`src/rtl/pc_fetch_unit.sv`:
```
// Program-counter register and fetch sequencer with a request/ready handshake to instruction memory.
// Optional fetch/redirect performance counters are built when PC_PERF_CNT_EN is defined.
module pc_fetch_unit #(
  parameter logic [29:0] RESET_PC = 30'h0010_0000
) (
  input  logic        clk,
  input  logic        rst,
  input  logic [29:0] nxt_pc,
  input  logic        advance,
  input  logic        stall,
  input  logic [31:0] imem_rdata,
  input  logic        imem_ready,
  output logic [29:0] pc,
  output logic [31:0] imem_addr,
  output logic        imem_req,
  output logic [31:0] instr,
  output logic        instr_valid,
  output logic [31:0] fetch_cnt,
  output logic [31:0] redir_cnt
);

  typedef enum logic [1:0] {
    S_IDLE  = 2'd0,
    S_REQ   = 2'd1,
    S_VALID = 2'd2
  } state_t;

  state_t      r_state;
  state_t      w_state_next;
  logic [29:0] r_pc;
  logic [31:0] r_instr;
  logic        w_fetch_done;
  logic        w_pc_load;

  assign w_fetch_done = (r_state == S_REQ) && imem_ready;
  assign w_pc_load    = (r_state == S_VALID) && advance && !stall;

  always_ff @(posedge clk) begin
    if (rst) r_state <= S_IDLE;
    else     r_state <= w_state_next;
  end

  always_comb begin
    w_state_next = r_state;
    case (r_state)
      S_IDLE:  w_state_next = S_REQ;
      S_REQ:   if (w_fetch_done) w_state_next = S_VALID;
      S_VALID: if (w_pc_load) w_state_next = S_REQ;
      default: w_state_next = S_IDLE;
    endcase
  end

  // Handshake outputs decode from state only, so no input reaches an output combinationally.
  always_comb begin
    imem_req    = 1'b0;
    instr_valid = 1'b0;
    case (r_state)
      S_REQ:   imem_req    = 1'b1;
      S_VALID: instr_valid = 1'b1;
      default: ;
    endcase
  end

  always_ff @(posedge clk) begin
    if (rst) begin
      r_pc    <= RESET_PC;
      r_instr <= 32'h0;
    end else begin
      if (w_pc_load)    r_pc    <= nxt_pc;
      if (w_fetch_done) r_instr <= imem_rdata;
    end
  end

  assign pc        = r_pc;
  assign imem_addr = {r_pc, 2'b00};
  assign instr     = r_instr;

`ifdef PC_PERF_CNT_EN
  logic        w_redirect;
  logic [31:0] r_fetch_cnt;
  logic [31:0] r_redir_cnt;

  // Sequential means exactly pc+1 modulo 2^30, so the top-of-space wrap is not a redirect.
  assign w_redirect = (nxt_pc != (r_pc + 30'd1));

  always_ff @(posedge clk) begin
    if (rst) begin
      r_fetch_cnt <= 32'h0;
      r_redir_cnt <= 32'h0;
    end else begin
      if (w_fetch_done)             r_fetch_cnt <= r_fetch_cnt + 32'd1;
      if (w_pc_load && w_redirect)  r_redir_cnt <= r_redir_cnt + 32'd1;
    end
  end

  assign fetch_cnt = r_fetch_cnt;
  assign redir_cnt = r_redir_cnt;
`else
  assign fetch_cnt = 32'h0;
  assign redir_cnt = 32'h0;
`endif

endmodule
```
`config.mk`:
```
export PLATFORM = sky130hd
export DESIGN_NAME = pc_fetch_unit
export DESIGN_NICKNAME = d
export VERILOG_FILES = /design/src/rtl/pc_fetch_unit.sv
export SDC_FILE = /design/constraint.sdc
export NUM_CORES = 1
export LEC_CHECK = 0
export CAP_MARGIN = 10
export CORE_ASPECT_RATIO = 1.5
export CORE_UTILIZATION = 37
export DETAILED_ROUTE_END_ITERATION = 7
export PLACE_DENSITY = 0.85
export SLEW_MARGIN = 5
export SYNTH_ARGS = -nofsm -noshare
export SYNTH_HDL_FRONTEND = slang
export SYNTH_SLANG_ARGS = --single-unit
```
`constraint.sdc`:
```
create_clock -name clk -period 3.81 [get_ports clk]
set_clock_uncertainty 0.15 [all_clocks]
set_input_delay 0.762 -clock clk [delete_from_list [all_inputs] [get_ports clk]]
set_output_delay 0.762 -clock clk [all_outputs]
set_load 0.01 [all_outputs]
```
==> metrics <==
status=completed; number of synthesized flops with an enable pin=0; IO Port Bufs=160; CTS root buf=clkbuf_16; Cells after Synth=380; GRT Total Usage=~17%; Achievable Freq=around 420 MHz; cts repair resizes=0; pwr dens=422 mW/mm^2; drt pass-1 iters=4; asr flop ratio synth=0%; Fin Setup TNS=0 ns; synthesized area=approximately 0.0031 mm^2; CP Max Fanout=30; Inserted Clock Buffers=9; most common cell in the netlist=nand2_1; post-DP HPWL=approximately 5.4 mm; worst hold path depth=2; final instance area=roughly 0.0046 mm^2; Starting Density=a little under two fifths; # fillers=between 700 and 800; H-tree depth=3; share of power burned in the clock network=51.6%; # hold bufs at CTS=0; post-synthesis register bit count=64; sw frac=roughly 21%; row count=40; Final ANT Viol Nets=0; share of layout cells above drive strength 1=~8.1%; Pleak=between 1.5 and 2 nW; area leader, netlist=dfxtp_1; synth cell count leaders=nand2_1, buf_4, dfxtp_1; global-route wire length before repair=11.4 mm; I/O pin count=227; initial DRC count=130; Place WS=roughly 1.1 ns; sequential fraction of the synthesis area=42.0%; DRC viols=0; initial antenna violation count=1; FF-to-FF path depth=3; RePlAce Congestion=around 0.72; vias in the first global route=between 2,000 and 2,500; sequential power share=36.5%; DP Area=approximately 0.0042 mm^2; CP Data Arrival Time=between 2 and 2.5 ns; CTS tree=built; Int Pwr=between 1.5 and 2 mW; logic gate share of total power=between 10% and 20%; Synth warnings=0; largest net degree at the start of global routing=39; worst hold slack=roughly 0.30 ns; Yosys top cell area share=between 40% and 50%; peak supply drop=~0.00031 V; final worst slack=~1.4 ns; crit share post-route=between 60% and 70%; Hold Path Class=reg -> reg; Fin. Hold Viols=0; top_reg_cell synth=dfxtp_1; clock latency on the worst-skew pair=between 0.3 and 0.4 ns; fin nets=approximately 570; area delta synth->final=50.0%; Die Ht=between 100 and 150 um; Clock Sinks=64; Yosys cell types=20; Final min period=~2.4 ns; Max-Cap Viols=0; critical path class=in -> reg; Total Wirelength=7.34 mm; die width=~76 um; Post-CTS Setup Repair Bufs=0; RSZ-0062 raised after global routing=no; Ant. Diodes=0; Overflow after GRT=0; Worst-path clk slew=0.05 ns; WL/cell=12.0 um; NetSw=between 400 and 500 uW; die area=between 0.008 and 0.009 mm^2; post-DR vias/cell=~4.3; max-slew headroom at the worst pin=approximately a third; Worst setup EP type=flip-flop; clock buffer depth=2; core footprint=~0.0080 mm^2; top cells by area, synth=dfxtp_1, buf_4, nand2_1, a21oi_1, a21oi_2; fin. max-slew vios=0; final setup fails=0; synthesized area per cell=approximately 8.0 um^2; total power=around 1.9 mW; worst-margin pin slew=around 1 ns; routed vias=between 2,000 and 3,000; Critical Path Source Type=input pin; Critical Path RT=3.90 ns
-- area by class of cell --
cell class              count  area, um^2  share of cell area, %
clock inverters             6         130                   2.84
well taps                 105         131                   2.87
repair buffers            164        1630                   35.5
flip-flops and latches     64        1280                   28.0
inverters                   1        3.75                 0.0819
clock buffers              10         239                   5.22
multi-input cells         264        1170                   25.5
-- state kept, by name, indices dropped and copies added (netlist names) --
name     count
instr       32
pc          30
r_state      2
-- path summary, 6_finish.rpt --
path / start / slack, ns / endpoint
setup / recovery: stall / 1.41 / pc[14]
hold / removal: instr[7] / 0.30 / instr[7]
setup reg to reg: r_state[1] / 1.96 / pc[14]
hold reg to reg: instr[7] / 0.30 / instr[7]
-- placed cells by master, fill, tap and decap left out, types with 4 or more instances in the layout --
master           instances
nand2_1                112
nand2_2                 10
buf_4                    4
a21oi_2                 10
clkbuf_16                9
bufinv_16                4
dfxtp_1                 64
a21oi_1                 53
clkdlybuf4s50_1        159
conb_1                  66
-- power by group through the flow --
stage / registers, mW / logic (mW) / clock network [mW]
finish: 0.705 / 0.229 / 0.998
global route: 0.708 / 0.249 / 1.05
CTS: 0.705 / 0.229 / 1.02
detailed placement: 0.719 / 0.228 / 0
global placement: 0.718 / 0.225 / 0
floorplan: 0.727 / 0.148 / 0
-- metrics by stage --
stage / cells / util (%)
after global routing: 614 / 57.2
final: 614 / 57.2
after detailed placement: 598 / 52.6
after CTS: 614 / 57.2
after floorplan: 445 / -
after global placement: 598 / 52.6
-- per-layer routing --
metal	routed length [um]	GRT usage, %	vias up	part of all wire, %
met5	13	0	-	0.18
met2	3940	30.8	144	54
met4	200	8.72	2	2.7
li1	-	-	1287	-
met3	525	5.16	20	7.2
met1	2670	17.1	1205	36
-- critical path, cell delays in order --
cell             delay [ns]
clkdlybuf4s50_1        0.45
and4bb_1               0.97
nand2_1                0.15
a21oi_1                0.15
-- cell families (layout without fill, tap and decap cells) --
logic type | Yosys count | after routing | share of synthesized area, %
AND/OR/NAND/NOR | 134 | 134 | 18.5
flip-flops | 64 | 64 | 42.0
AO/OA/AOI/OAI | 64 | 64 | 11.7
buffers and inverters | 117 | 181 | 27.7
other | 1 | 66 | 0.123
Power figures use the tool's default switching activity.
